$ cat src/rtl/fft_pkg.sv
// Shared constants, sequencer state encoding and the load-order address permutation
// used by the 32-point radix-2 FFT sequencer.
package fft_pkg;

   localparam int N              = 32;
   localparam int LOG2N          = 5;
   localparam int BFLY_PER_STAGE = N / 2;
   localparam int LAST_STAGE     = LOG2N - 1;

   typedef enum logic [2:0] {
      IDLE,
      LOAD,
      COMPUTE,
      DRAIN,
      UNLOAD
   } state_t;

   // Samples land in bit-reversed slots so the in-place DIT passes leave results in natural order.
   function automatic logic [LOG2N-1:0] bitrev5(input logic [LOG2N-1:0] x);
      return {x[0], x[1], x[2], x[3], x[4]};
   endfunction

endpackage

$ cat src/rtl/fft_wb_delay.sv
// Fixed-depth delay line that carries butterfly issue info to the write-back port.
// Cleared asynchronously so an aborted transform can never emit a late write.
module fft_wb_delay #(
   parameter int DEPTH = 3,
   parameter int WIDTH = 11
) (
   input  logic             clk,
   input  logic             reset,
   input  logic [WIDTH-1:0] d,
   output logic [WIDTH-1:0] q
);

   logic [DEPTH-1:0][WIDTH-1:0] pipe;

   generate
      if (DEPTH == 1) begin : g_one
         always_ff @(posedge clk or posedge reset) begin
            if (reset) pipe <= '0;
            else       pipe[0] <= d;
         end
      end else begin : g_many
         always_ff @(posedge clk or posedge reset) begin
            if (reset) pipe <= '0;
            else       pipe <= {pipe[DEPTH-2:0], d};
         end
      end
   endgenerate

   assign q = pipe[DEPTH-1];

endmodule

$ cat src/rtl/fft_sequencer.sv
// Control sequencer for an in-place 32-point radix-2 FFT: loads samples in bit-reversed
// order, issues 5 stages of 16 butterflies with write-back drain, then unloads in order.
module fft_sequencer
   import fft_pkg::*;
#(
   parameter int BFLY_LAT = 3
) (
   input  logic             clk,
   input  logic             reset,
   input  logic             start,
   output logic             busy,
   output logic             done,
   input  logic             in_valid,
   output logic             in_ready,
   output logic             load_we,
   output logic [LOG2N-1:0] load_addr,
   output logic             bfly_issue,
   output logic [LOG2N-1:0] rd_addr_a,
   output logic [LOG2N-1:0] rd_addr_b,
   output logic [3:0]       twiddle_addr,
   output logic             wr_en,
   output logic [LOG2N-1:0] wr_addr_a,
   output logic [LOG2N-1:0] wr_addr_b,
   output logic [2:0]       stage,
   output logic             out_valid,
   input  logic             out_ready,
   output logic [LOG2N-1:0] out_addr,
   output logic             out_last
);

   localparam logic [3:0]       DRAIN_LAST = 4'(BFLY_LAT - 1);
   localparam logic [3:0]       J_LAST     = 4'(BFLY_PER_STAGE - 1);
   localparam logic [LOG2N-1:0] K_LAST     = LOG2N'(N - 1);
   localparam logic [2:0]       S_LAST     = 3'(LAST_STAGE);

   state_t           state, state_nxt;
   logic [2:0]       stage_q;
   logic [3:0]       j_q;
   logic [LOG2N-1:0] k_q;
   logic [3:0]       d_q;
   logic             done_q;

   logic [LOG2N-1:0] bf_h, bf_lo, bf_hi;
   logic [2*LOG2N:0] wb_q;

   always_ff @(posedge clk or posedge reset) begin
      if (reset) state <= IDLE;
      else       state <= state_nxt;
   end

   // Butterfly j of stage s pairs (j>>s)*2h + j%h with its partner h above; h = 2^s.
   always_comb begin
      bf_h  = LOG2N'(1) << stage_q;
      bf_lo = {1'b0, j_q} & (bf_h - LOG2N'(1));
      bf_hi = ({1'b0, j_q} >> stage_q) << (stage_q + 3'd1);
   end

   always_comb begin
      state_nxt    = state;
      busy         = 1'b0;
      in_ready     = 1'b0;
      load_we      = 1'b0;
      load_addr    = '0;
      bfly_issue   = 1'b0;
      rd_addr_a    = '0;
      rd_addr_b    = '0;
      twiddle_addr = '0;
      out_valid    = 1'b0;
      out_addr     = '0;
      out_last     = 1'b0;
      case (state)
         IDLE: begin
            if (start) state_nxt = LOAD;
         end
         LOAD: begin
            busy      = 1'b1;
            in_ready  = 1'b1;
            load_we   = in_valid;
            load_addr = bitrev5(k_q);
            if (in_valid && k_q == K_LAST) state_nxt = COMPUTE;
         end
         COMPUTE: begin
            busy         = 1'b1;
            bfly_issue   = 1'b1;
            rd_addr_a    = bf_hi | bf_lo;
            rd_addr_b    = bf_hi | bf_lo | bf_h;
            twiddle_addr = 4'(bf_lo << (3'd4 - stage_q));
            if (j_q == J_LAST) state_nxt = DRAIN;
         end
         DRAIN: begin
            // Hold off the next stage until the last write-back of this one has landed.
            busy = 1'b1;
            if (d_q == DRAIN_LAST) state_nxt = (stage_q == S_LAST) ? UNLOAD : COMPUTE;
         end
         UNLOAD: begin
            busy      = 1'b1;
            out_valid = 1'b1;
            out_addr  = k_q;
            out_last  = (k_q == K_LAST);
            if (out_ready && k_q == K_LAST) state_nxt = IDLE;
         end
         default: state_nxt = IDLE;
      endcase
   end

   // k is shared by LOAD and UNLOAD; the natural 5-bit rollover clears it on phase exit.
   always_ff @(posedge clk or posedge reset) begin
      if (reset) begin
         stage_q <= '0;
         j_q     <= '0;
         k_q     <= '0;
         d_q     <= '0;
         done_q  <= 1'b0;
      end else begin
         done_q <= (state == UNLOAD) && out_ready && (k_q == K_LAST);
         case (state)
            LOAD: begin
               if (in_valid) k_q <= k_q + LOG2N'(1);
            end
            COMPUTE: begin
               j_q <= j_q + 4'd1;
               d_q <= '0;
            end
            DRAIN: begin
               if (d_q == DRAIN_LAST) begin
                  d_q     <= '0;
                  stage_q <= (stage_q == S_LAST) ? 3'd0 : stage_q + 3'd1;
               end else begin
                  d_q <= d_q + 4'd1;
               end
            end
            UNLOAD: begin
               if (out_ready) k_q <= k_q + LOG2N'(1);
            end
            default: ;
         endcase
      end
   end

   fft_wb_delay #(
      .DEPTH (BFLY_LAT),
      .WIDTH (2*LOG2N + 1)
   ) u_wb_delay (
      .clk   (clk),
      .reset (reset),
      .d     ({bfly_issue, rd_addr_a, rd_addr_b}),
      .q     (wb_q)
   );

   assign {wr_en, wr_addr_a, wr_addr_b} = wb_q;
   assign stage = stage_q;
   assign done  = done_q;

endmodule

$ cat config.mk
export PLATFORM = sky130hd
export DESIGN_NAME = fft_sequencer
export DESIGN_NICKNAME = d
export VERILOG_FILES = /design/src/rtl/fft_pkg.sv /design/src/rtl/fft_wb_delay.sv /design/src/rtl/fft_sequencer.sv
export SDC_FILE = /design/constraint.sdc
export NUM_CORES = 1
export LEC_CHECK = 0
export CORE_UTILIZATION = 30
export DETAILED_ROUTE_END_ITERATION = 16
export PLACE_DENSITY = 0.51
export SYNTH_ARGS = -nofsm -noshare
export SYNTH_HDL_FRONTEND = slang
export SYNTH_SLANG_ARGS = --single-unit
$ cat constraint.sdc
create_clock -name clk -period 3.2 [get_ports clk]
set_clock_uncertainty 0.15 [all_clocks]
set_input_delay 0.64 -clock clk [delete_from_list [all_inputs] [get_ports clk]]
set_output_delay 0.64 -clock clk [all_outputs]
set_load 0.005 [all_outputs]
==> results.md <==
- Antenna violations before repair: 0
- Clock Power Share: 39.5%
- Die Wd: 93.63 um
- Die Area: 8766 um^2
- Layout net count: 309
- CP top delay family: compound AO/OA/AOI/OAI gates
- Pleak: 1.506 nW
- Outcome: finished, final reports clean
- Main flop type after synthesis: dfrtp_1
- HPWL after detailed placement: 3622 um
- Core area: 8175 um^2
- Syn Area/Cell: 11.00 um^2
- Antenna viol nets, final: 0
- Sequential element share of the synthesized area: 52.66%
- Int Pwr: 912.0 uW
- MaxCap Viol Count: 0
- Bufs and invs on worst path: 3
- Min Clock Period, post-route: 3117 ps
- Power per Cell Area: 333.3 nW/um^2
- Hold Vio Cnt, Final: 0
- Slew @ Worst Pin: 492.6 ps
- Max transition margin: 67.01%
- Worst Path Arrival: 2330 ps
- Starting Density: 30.81%
- Total global routing overflow: 0
- Slowest CP cell: dfrtp_1
- Placed Area: 3166 um^2
- Core Rows: 33
- Max Clk Rate: 320.8 MHz
- Die extent in y: 93.63 um
- Share of cells above drive strength 1: 25.34%
- Post-synthesis cell area: 2519 um^2
- Hold WS: 203.4 ps
- Most common cell after layout, fill and taps aside: dfrtp_1
- Post-synth EDFFs: 0
- FILL cells: 775
- # DRC: 0
- Routed WL: 5290 um
- Clock-pin slew of the registers on the worst-case setup and hold paths: 90 ps
- Routed wire per std cell: 13.32 um
- GRT Total Usage: 12.16%
- Crit path kind: flop to output pin
- CP required: 2410 ps
- Peak VDD IR: 0.1552 mV
- Startpoint types: flop
- Synth Warn #: 0
- Boundary Pins: 50
- DR pass1 iterations: 5
- Syn_nets: 247
- Largest net degree at the start of global routing: 53
- H-Tree Depth: 2
- Number of global-route vias before repair: 1662
- Crit-path most repeated cell: buf_4
- Hold WC Path Type: flop to flop
- Total number of vias: 1841
- Cts hold-fix bufs: 0
- Crit-path max FO: 4
- Initial DRC count: 97
- FFs w/ async S/R, synth: 100.0%
- Crit. End Element: output pin
- Tcrit/Tclk final: 97.42%
- Most frequent cells in the layout: dfrtp_1 (53), clkdlybuf4s50_1 (36), buf_4 (21)
- Placer Congestion: 0.7951
- Final instance area: 3433 um^2
- First-pass GRT wire length: 8280 um
- Post-synthesis cell count: 229
- CTS Buffer Depth: 2
- Max incr delay on CP: 400 ps
- Clock root buffer master: clkbuf_8
- Switching Fraction: 20.31%
- Synth unique cells: 45
- Net Sw Power: 232.4 uW
- Clock sinks: 53
- N_diodes: 0
- Logic pwr share: 2.0%
- Part of the power in registers: 58.5%
- Layout area overhead: 36.31%
- Worst R2R Setup Slack: 1040 ps
- Crit path cell chain: buf_4 > buf_4 > ha_4 > o21ba_4 > or3_4 > a211o_1 > a221oi_2 > buf_2
- Vias per cell: 4.637
- I/O Buffers: 49
- CTS tree: yes
- Total CTS buffers: 5
- Register bit total from synthesis: 53
- Pins Over Slew Limit: 0
- Finish-stage setup viols: 0
- Worst-Skew Late Latency: 300 ps
[flip-flops by register name, summed over array words and instances, names as in the netlist]
| register | cells |
|---|---|
| u_wb_delay.pipe | 22 |
| k_q | 5 |
| state | 3 |
| u_wb_delay.q | 11 |
| d_q | 4 |
| j_q | 4 |
| stage | 3 |
| done | 1 |
[synth_stat cells (all sizes together) (2+ instances only)]
cell type | instances | area [um^2]
nand2 | 18 | 67.56
clkbuf | 2 | 7.510
a21oi | 13 | 65.06
buf | 17 | 115.1
a22o | 3 | 26.28
nand2b | 3 | 18.77
and2b | 2 | 17.52
xor2 | 4 | 35.03
a221oi | 2 | 23.77
nand3b | 4 | 30.03
and3 | 5 | 31.28
mux2i | 4 | 40.04
nand3 | 3 | 15.01
xnor2 | 6 | 52.55
o31ai | 2 | 15.01
nor4 | 2 | 12.51
and2 | 12 | 75.07
dfrtp | 53 | 1326
o21ai | 6 | 30.03
ha | 13 | 162.7
nand4 | 3 | 18.77
mux2 | 4 | 45.04
nor2b | 8 | 50.05
nor3 | 3 | 15.01
nor2 | 11 | 41.29
a21o | 2 | 16.27
a31oi | 3 | 18.77
inv | 9 | 33.78
[power groups by stage]
stage | clock, mW | combinational, mW | sequential, mW
global route | 0.497 | 0.0266 | 0.669
finish | 0.453 | 0.0227 | 0.669
floorplan | 0 | 0.0110 | 0.682
global placement | 0 | 0.0242 | 0.682
CTS | 0.473 | 0.0244 | 0.669
detailed placement | 0 | 0.0243 | 0.682
[worst paths after layout]
path	startpoint	to	cells after the start
setup / recovery	stage[0]	twiddle_addr[3]	8
hold / removal	u_wb_delay.pipe[0]	u_wb_delay.pipe[11]	0
setup reg to reg	stage[1]	u_wb_delay.pipe[9]	7
hold reg to reg	u_wb_delay.pipe[0]	u_wb_delay.pipe[11]	0
max in group asynchronous	reset	u_wb_delay.pipe[19]	3
min in group asynchronous	reset	u_wb_delay.q[10]	2
[metal layers]
metal / wire length [um] / vias up / GRT usage (%)
met4: 46 / 0 / 3.205
met1: 2537 / 889 / 17.38
li1: - / 898 / -
met3: 218 / 7 / 2.602
met5: 0 / - / 0
met2: 2487 / 47 / 18.57
[logic make-up (layout without fill, tap and decap cells)]
| kind of cell | count (synthesis) | count (layout) | share of synthesized area [%] |
|---|---|---|---|
| compound gates | 36 | 36 | 9.538 |
| xor+xnor | 10 | 10 | 3.477 |
| fa+ha+maj | 13 | 13 | 6.458 |
| buf+inv | 28 | 91 | 6.209 |
| flops | 53 | 53 | 52.66 |
| mux | 8 | 8 | 3.378 |
| simple gates | 81 | 81 | 18.28 |
[worst reg2reg max path: cells and delay by family (launching register included)]
kind	cells	cell delay [ps]
buffers and inverters	1	140
flip-flops	1	420
AO/OA/AOI/OAI	2	350
AND/OR/NAND/NOR	2	590
adder cells (fa/ha/maj)	2	470
[through the flow]
step	setup WS [ps]	util (%)	power (mW)	setup TNS, ps	cells
floorplan	402.3	-	0.6934	0	229
global placement	-119.7	38.72	0.7066	-269.5	382
detailed placement	-118.6	38.72	0.7067	-311.9	382
CTS	-30.64	40.71	1.167	-30.64	395
global route	-19.69	42.00	1.193	-54.37	397
finish	82.70	42.00	1.144	0	397
[area by class of cell]
cell class / instances / area (um^2) / share of cell area (%)
Clock inverter: 2 / 38.79 / 1.130
Multi-Input combinational cell: 148 / 1167 / 34.00
Sequential cell: 53 / 1326 / 38.63
Clock buffer: 6 / 72.57 / 2.114
Inverter: 9 / 33.78 / 0.9840
Tap cell: 105 / 131.4 / 3.827
Timing Repair Buffer: 74 / 663.1 / 19.31
[timing repair]
item / in CTS / in global routing
endpoints found under the setup margin: 13 / 11
gates cloned: 0 / 0
resized for setup: 41 / 23
pin swaps: 12 / 7
buffers inserted: 5 / 2
(Power assumes the default switching activity.)
